<file path="src/rtl/register_file_if.sv">
// Bundles the register file's write-back port, two read ports and scoreboard signals.
// The master side is the pipeline; the slave side is the register file itself.
interface register_file_if #(
  parameter int unsigned XLEN = 32,
  parameter int unsigned AW   = 6
);
  logic            w_en;
  logic [AW-1:0]   waddr;
  logic [XLEN-1:0] wdata;
  logic [AW-1:0]   rs1_addr;
  logic [AW-1:0]   rs2_addr;
  logic [XLEN-1:0] rs1_data;
  logic [XLEN-1:0] rs2_data;
  logic            rs1_busy;
  logic            rs2_busy;
  logic            issue_en;
  logic [AW-1:0]   issue_dest;
  logic            any_busy;

  modport master (
    output w_en, waddr, wdata, rs1_addr, rs2_addr, issue_en, issue_dest,
    input  rs1_data, rs2_data, rs1_busy, rs2_busy, any_busy
  );

  modport slave (
    input  w_en, waddr, wdata, rs1_addr, rs2_addr, issue_en, issue_dest,
    output rs1_data, rs2_data, rs1_busy, rs2_busy, any_busy
  );
endinterface

</file>
<file path="src/rtl/register_file.sv">
// 64-entry x/f register file: negedge write commit, registered posedge reads, busy scoreboard.
// Optional RF_ZERO_ON_RESET_EN makes every entry read as zero after reset until rewritten.
module register_file #(
  parameter int unsigned XLEN    = 32,
  parameter int unsigned AW      = 6,
  parameter int unsigned ZERO_IX = 0
) (
  input  logic           clk,
  input  logic           reset,
  register_file_if.slave rf
);
  localparam int unsigned   DEPTH  = 1 << AW;
  localparam logic [AW-1:0] ZERO_A = AW'(ZERO_IX);

  logic [XLEN-1:0] mem_q [DEPTH];

  logic            commit_v_q, commit_v_d;
  logic [AW-1:0]   commit_addr_q, commit_addr_d;
  logic            wr_fire;

  logic [DEPTH-1:0] busy_q, busy_d;
  logic             any_busy_q, any_busy_d;
  logic [XLEN-1:0]  rs1_data_q, rs1_data_d;
  logic [XLEN-1:0]  rs2_data_q, rs2_data_d;
  logic [XLEN-1:0]  rs1_word, rs2_word;

  // The commit latch is only ever consumed by the following posedge, so reloading it
  // every negedge is equivalent to set-at-negedge / clear-at-posedge with one driver.
  always_comb begin
    commit_v_d    = rf.w_en & ~reset;
    commit_addr_d = rf.waddr;
    wr_fire       = commit_v_d && (rf.waddr != ZERO_A);
  end

  always_ff @(negedge clk) begin
    commit_v_q    <= commit_v_d;
    commit_addr_q <= commit_addr_d;
    if (wr_fire) begin
      mem_q[rf.waddr] <= rf.wdata;
    end
  end

`ifdef RF_ZERO_ON_RESET_EN
  // Per-entry written-since-reset flags emulate clearing the array at the reset posedge;
  // the pending commit is folded in so a write at the preceding negedge is still visible.
  logic [DEPTH-1:0] valid_q, valid_d;

  always_comb begin
    valid_d = valid_q;
    if (commit_v_q) begin
      valid_d[commit_addr_q] = 1'b1;
    end
    if (reset) begin
      valid_d = '0;
    end
  end

  always_ff @(posedge clk) begin
    valid_q <= valid_d;
  end

  always_comb begin
    rs1_word = (valid_q[rf.rs1_addr] || (commit_v_q && commit_addr_q == rf.rs1_addr))
               ? mem_q[rf.rs1_addr] : '0;
    rs2_word = (valid_q[rf.rs2_addr] || (commit_v_q && commit_addr_q == rf.rs2_addr))
               ? mem_q[rf.rs2_addr] : '0;
  end
`else
  always_comb begin
    rs1_word = mem_q[rf.rs1_addr];
    rs2_word = mem_q[rf.rs2_addr];
  end
`endif

  always_comb begin
    rs1_data_d = (rf.rs1_addr == ZERO_A) ? '0 : rs1_word;
    rs2_data_d = (rf.rs2_addr == ZERO_A) ? '0 : rs2_word;

    // Clear first so a same-address issue wins over the commit.
    busy_d = busy_q;
    if (commit_v_q) begin
      busy_d[commit_addr_q] = 1'b0;
    end
    if (rf.issue_en && (rf.issue_dest != ZERO_A)) begin
      busy_d[rf.issue_dest] = 1'b1;
    end
    busy_d[ZERO_A] = 1'b0;

    if (reset) begin
      rs1_data_d = '0;
      rs2_data_d = '0;
      busy_d     = '0;
    end
    any_busy_d = |busy_d;
  end

  always_ff @(posedge clk) begin
    busy_q     <= busy_d;
    any_busy_q <= any_busy_d;
    rs1_data_q <= rs1_data_d;
    rs2_data_q <= rs2_data_d;
  end

  assign rf.rs1_data = rs1_data_q;
  assign rf.rs2_data = rs2_data_q;
  assign rf.rs1_busy = busy_q[rf.rs1_addr];
  assign rf.rs2_busy = busy_q[rf.rs2_addr];
  assign rf.any_busy = any_busy_q;
endmodule

</file>
<file path="src/flat_wrapper.sv">
// flat-port wrapper written by rule: the top's interface ports become plain ports
module register_file_flat 
#(
  parameter int unsigned XLEN    = 32,
  parameter int unsigned AW      = 6,
  parameter int unsigned ZERO_IX = 0
)
  (clk, reset, rf_w_en, rf_waddr, rf_wdata, rf_rs1_addr, rf_rs2_addr, rf_issue_en, rf_issue_dest, rf_rs1_data, rf_rs2_data, rf_rs1_busy, rf_rs2_busy, rf_any_busy);
  register_file_if #(.XLEN(XLEN), .AW(AW)) rf_i ();
  input  logic clk;
  input  logic reset;
  input wire logic [$bits(rf_i.w_en)-1:0] rf_w_en;
  input wire logic [$bits(rf_i.waddr)-1:0] rf_waddr;
  input wire logic [$bits(rf_i.wdata)-1:0] rf_wdata;
  input wire logic [$bits(rf_i.rs1_addr)-1:0] rf_rs1_addr;
  input wire logic [$bits(rf_i.rs2_addr)-1:0] rf_rs2_addr;
  input wire logic [$bits(rf_i.issue_en)-1:0] rf_issue_en;
  input wire logic [$bits(rf_i.issue_dest)-1:0] rf_issue_dest;
  output wire logic [$bits(rf_i.rs1_data)-1:0] rf_rs1_data;
  output wire logic [$bits(rf_i.rs2_data)-1:0] rf_rs2_data;
  output wire logic [$bits(rf_i.rs1_busy)-1:0] rf_rs1_busy;
  output wire logic [$bits(rf_i.rs2_busy)-1:0] rf_rs2_busy;
  output wire logic [$bits(rf_i.any_busy)-1:0] rf_any_busy;
  assign rf_i.w_en = rf_w_en;
  assign rf_i.waddr = rf_waddr;
  assign rf_i.wdata = rf_wdata;
  assign rf_i.rs1_addr = rf_rs1_addr;
  assign rf_i.rs2_addr = rf_rs2_addr;
  assign rf_i.issue_en = rf_issue_en;
  assign rf_i.issue_dest = rf_issue_dest;
  assign rf_rs1_data = rf_i.rs1_data;
  assign rf_rs2_data = rf_i.rs2_data;
  assign rf_rs1_busy = rf_i.rs1_busy;
  assign rf_rs2_busy = rf_i.rs2_busy;
  assign rf_any_busy = rf_i.any_busy;
  register_file #(.XLEN(XLEN), .AW(AW), .ZERO_IX(ZERO_IX)) u_core (.clk(clk), .reset(reset), .rf(rf_i));
endmodule
</file>
<file path="config.mk">
export PLATFORM = sky130hd
export DESIGN_NAME = register_file_flat
export DESIGN_NICKNAME = d
export VERILOG_FILES = /design/src/rtl/register_file_if.sv /design/src/rtl/register_file.sv /design/src/flat_wrapper.sv
export SDC_FILE = /design/constraint.sdc
export NUM_CORES = 2
export LEC_CHECK = 0
export CAP_MARGIN = 25
export CORE_ASPECT_RATIO = 1.4
export CORE_MARGIN = 2
export CORE_UTILIZATION = 30
export DETAILED_ROUTE_END_ITERATION = 6
export GPL_TIMING_DRIVEN = 0
export SYNTH_ARGS = -nofsm -noshare
export SYNTH_HDL_FRONTEND = slang
export SYNTH_SLANG_ARGS = --single-unit
</file>
<file path="constraint.sdc">
create_clock -name clk -period 5.7 [get_ports clk]
set_input_delay 0.855 -clock clk [delete_from_list [all_inputs] [get_ports clk]]
set_output_delay 0.855 -clock clk [all_outputs]
set_load 0.01 [all_outputs]
</file>
Word-level counts from Yosys, hierarchy flattened
Memory sizes are Yosys's and may differ from the RTL's. A register that Yosys moved wholly into a read port is not among the register bits.
Cells that the tools add are included.
{"block": "word_totals", "in_bits": 60, "ramBits": 2048, "n_memories": 1, "reg_bits": 72, "output_inout_bits": 67}
{"block": "op_classes", "n_mux": 13, "order_cmp": 6, "reduce_logical": 11, "bitwise_logic": 5}
{"name": "u_core.mem_q", "depth": 64, "word_bits": 32, "read_ports": 2, "rd_ports_with_merged_regs": 2, "write_ports": 1, "line": "register_file.sv:15", "rtl": "logic [XLEN-1:0] mem_q [DEPTH];"}
{"op": "$mux W64", "count": 3}
{"op": "$and A64 B64 Y64", "count": 1}
{"op": "$not A64 Y64", "count": 1}
{"op": "$or A64 B64 Y64", "count": 1}
{"op": "$reduce_or A64 Y1", "count": 1}
{"op": "$lt A6 B7 Y1 const B", "count": 4}
{"op": "$bmux W1 S6", "count": 2}
{"op": "$demux W1 S6", "count": 2}
{"op": "$ge A6 B1 Y1 const B", "count": 2}
{"op": "$logic_not A6 Y1", "count": 2}
{"op": "$reduce_bool A6 Y1", "count": 2}
{"op": "$mux W1", "count": 6}
{"op": "$logic_and A1 B1 Y1", "count": 4}
{"op": "$reduce_or A2 Y1", "count": 2}
{"op": "$and A1 B1 Y1", "count": 1}
{"op": "$not A1 Y1", "count": 1}

Longest topological paths before layout
{"block": "logic_depth", "word_depth": 11, "depth_mapped": 10, "mapped_depth_nobuf": 7}

==> results.toml <==
[finish]
fill_cells = 30300
area_growth_pct = 27.0
seq_area_mm2 = 0.0642
drive_above_1_share_pct = 31.5
finalCoreUtilization_pct = 38.3
multi_input_comb_area_mm2 = 0.0335
num-nets-final = 7189

[routing]
wl_per_cell_um = 31.9
drc_errors = 3
drtIter0Drc = 8489
vias = 64400
first_pass_iters = 7
ant_nets = 0
viasPerCell = 5.50
drt_wl_total_um = 374000

[synth]
synth_top_cell_by_area = "edfxtp_1"
synth-edff-count = 2048
synth-compound-area-share_pct = 1.79
synth_flop_cell = "edfxtp_1"
netlist_top_cells_count = "edfxtp_1, mux4_2, buf_2, dfxtp_1, inv_1"
synthTopCellsByArea = "edfxtp_1, mux4_2, dfxtp_1"
synth_top_family_by_area = "multiplexers"
synth_area_per_cell_um2 = 22.2
seq_area_frac_synth_pct = 64.8
synth_fa_ha_area_share_pct = 0
synth_top_area_share_pct = 62.1
synthMuxAreaShare_pct = 30.0
netlist_area_mm2 = 0.0991
syn_inst = 4452
synthArstFlopShare_pct = 0
synth-seq-cells = 2183
synth_most_common_cell = "edfxtp_1"
synth-simple-area-share_pct = 1.11
synth_xor_xnor_area_share_pct = 0
ys_types = 46
synth_warnings = 0

[worst_setup_path]
critPathMaxFanout = 2
cp_data_required_time_ns = 6.37
critPathKind = "reg -> reg"
crit_path_end_kind = "flip-flop"
rr_startpoint = "u_core.mem_q[53][15]"
cp.arrival_ns = 6.50
r2r_setup_slack_ns = -0.13
worstRegToRegCells = 4
r2r-end = "u_core.rf.rs2_data[15]"
start_kind = "flip-flop"

[sta]
setup_ws_ns = -0.129
setup_viol = 9
fin_worst_skew_ns = 0.0594
tns_ns = -0.585
drv_slew = 0
hold_viol_final = 0
worst_pin_slew_ns = 1.17
rsz0062_at_grt = "yes"
relSlewSlack_pct = 21.8

[placed_design]
place_hpwl_um = 255000
place_ws_ns = -2.33
place_congestion = 0.922
port_buffers = 117

[clock_tree]
path_clk_slew_ns = 0.07
clock-sinks = 2183
cts_buffer_depth = 4
insertion_delay_ns = 0.92
hold_buffers = 0
clock-root-buffer = "clkbuf_16"
cts_tree = "built"
htreeDepth = 4
cts_made_buffers = 207

[global_routing]
grt_pass1_wl_um = 507000
grt_max_degree = 65
grt-ovfl-total = 0
grt_usage_pct = 21.9
antenna_found_initial = 42
grt_pass1_vias = 69600

[floorplan]
start_util_pct = 30.1
rows = 249
core_mm2 = 0.329
die_y_um = 684
dieWidth_um = 490
io_pins = 127
fp.dieArea_mm2 = 0.335

[status]
violations = "design-rule violations, negative setup slack"
outcome = "finished, violations left"

[flow_run]
max_cap_violations = 0

[power]
powerDensity_mw_per_mm2 = 335
ir_worst_vdd_uv = 300
leakagePower_nw = 47.5

[worst_hold_path]
hold_depth = 2
min_from = "u_core.busy_q[35]"
hold_end = "u_core.busy_q[35]"
hold_class = "reg -> reg"
-- report_power, final --
part	switching [W]	leakage, nW	total, W	internal [W]
registers	0.0000556	19.5	0.0178	0.0178
logic	0.00207	13.4	0.00340	0.00133
clock network	0.0103	14.5	0.0210	0.0106
total	0.0124	47.5	0.0422	0.0297
-- final cells by class --
| type | count | area share [%] |
|---|---|---|
| Inverter | 133 | 0.397 |
| Tap cell | 4392 | 4.37 |
| Buffer | 348 | 1.36 |
| Multi-Input combinational cell | 1814 | 26.6 |
| Sequential cell | 2183 | 51.0 |
| Clock buffer | 214 | 4.21 |
| Clock inverter | 2213 | 7.72 |
| Antenna cell | 19 | 0.0378 |
| Timing Repair Buffer | 387 | 4.23 |
-- metrics by stage --
step | instances | power (W) | area, um^2 | hold slack [ns]
finish | 11700 | 0.0422 | 126000 | 0.525
global route | 11700 | 0.0442 | 126000 | 0.553
floorplan | 4483 | 0.0218 | 99400 | 0.470
detailed placement | 9138 | 0.0235 | 109000 | 0.507
global placement | 8992 | 0.0234 | 106000 | 0.494
CTS | 11700 | 0.0425 | 126000 | 0.518
-- cell usage in the layout (no fill, tap or decap), types with 59 or more instances in the layout --
master / instances
dfxtp_1: 135
buf_4: 108
clkbuf_16: 211
buf_2: 182
clkdlybuf4s50_1: 85
clkbuf_1: 103
edfxtp_1: 2048
mux4_2: 1320
inv_1: 2205
buf_12: 130
o21ai_0: 59
nor2_4: 63
-- critical path: stages, from the launching register on --
cell and delay [ns]:
edfxtp_1 0.39, mux4_2 0.50, mux4_2 0.57, a22oi_2 0.90, o221ai_2 0.40
-- layer usage --
metal	up-vias	global-route usage [%]	share of wire, %
met3	1054	6.43	10
met4	20	18.8	8.4
met2	4229	35.9	50
li1	25100	-	-
met1	34000	23.1	32
met5	-	0	0.034
-- flip-flops by register name, indices dropped and copies added, names as in the netlist --
register,count
u_core.commit_v_q,1
u_core.rf.rs1_data,32
u_core.busy_q,63
u_core.commit_addr_q,6
u_core.rf.any_busy,1
u_core.rf.rs2_data,32
u_core.mem_q,2048
-- logic make-up (layout without fill, tap and decap cells) --
group,count (synthesis),in the layout
and+or+nand+nor,211,211
muxes,1322,1322
AOI/OAI and AO/OA,249,249
other,1,51
DFF,2183,2183
buffers and inverters,486,3295
-- how the worst max path moves through the flow --
stage                                        end  cells after the start                  from  slack [ns]
after floorplan              u_core.mem_q[10][0]                      5                 reset       -0.49
after global placement      u_core.mem_q[43][11]                      5               rf_w_en       -3.67
after detailed placement     u_core.mem_q[56][8]                      7           rf_waddr[4]       -2.33
after CTS                    u_core.mem_q[29][8]                      7               rf_w_en       -0.10
after global routing          u_core.rf.any_busy                      8     u_core.commit_v_q       0.003
final                     u_core.rf.rs2_data[15]                      4  u_core.mem_q[53][15]       -0.13
-- timing repair --
item	in CTS	in global routing
gates resized for setup	29	13
endpoints found under the setup margin	1951	724
buffers inserted	118	2
pin swaps	68	9
cloned	0	0
Power figures use the tool's default switching activity.
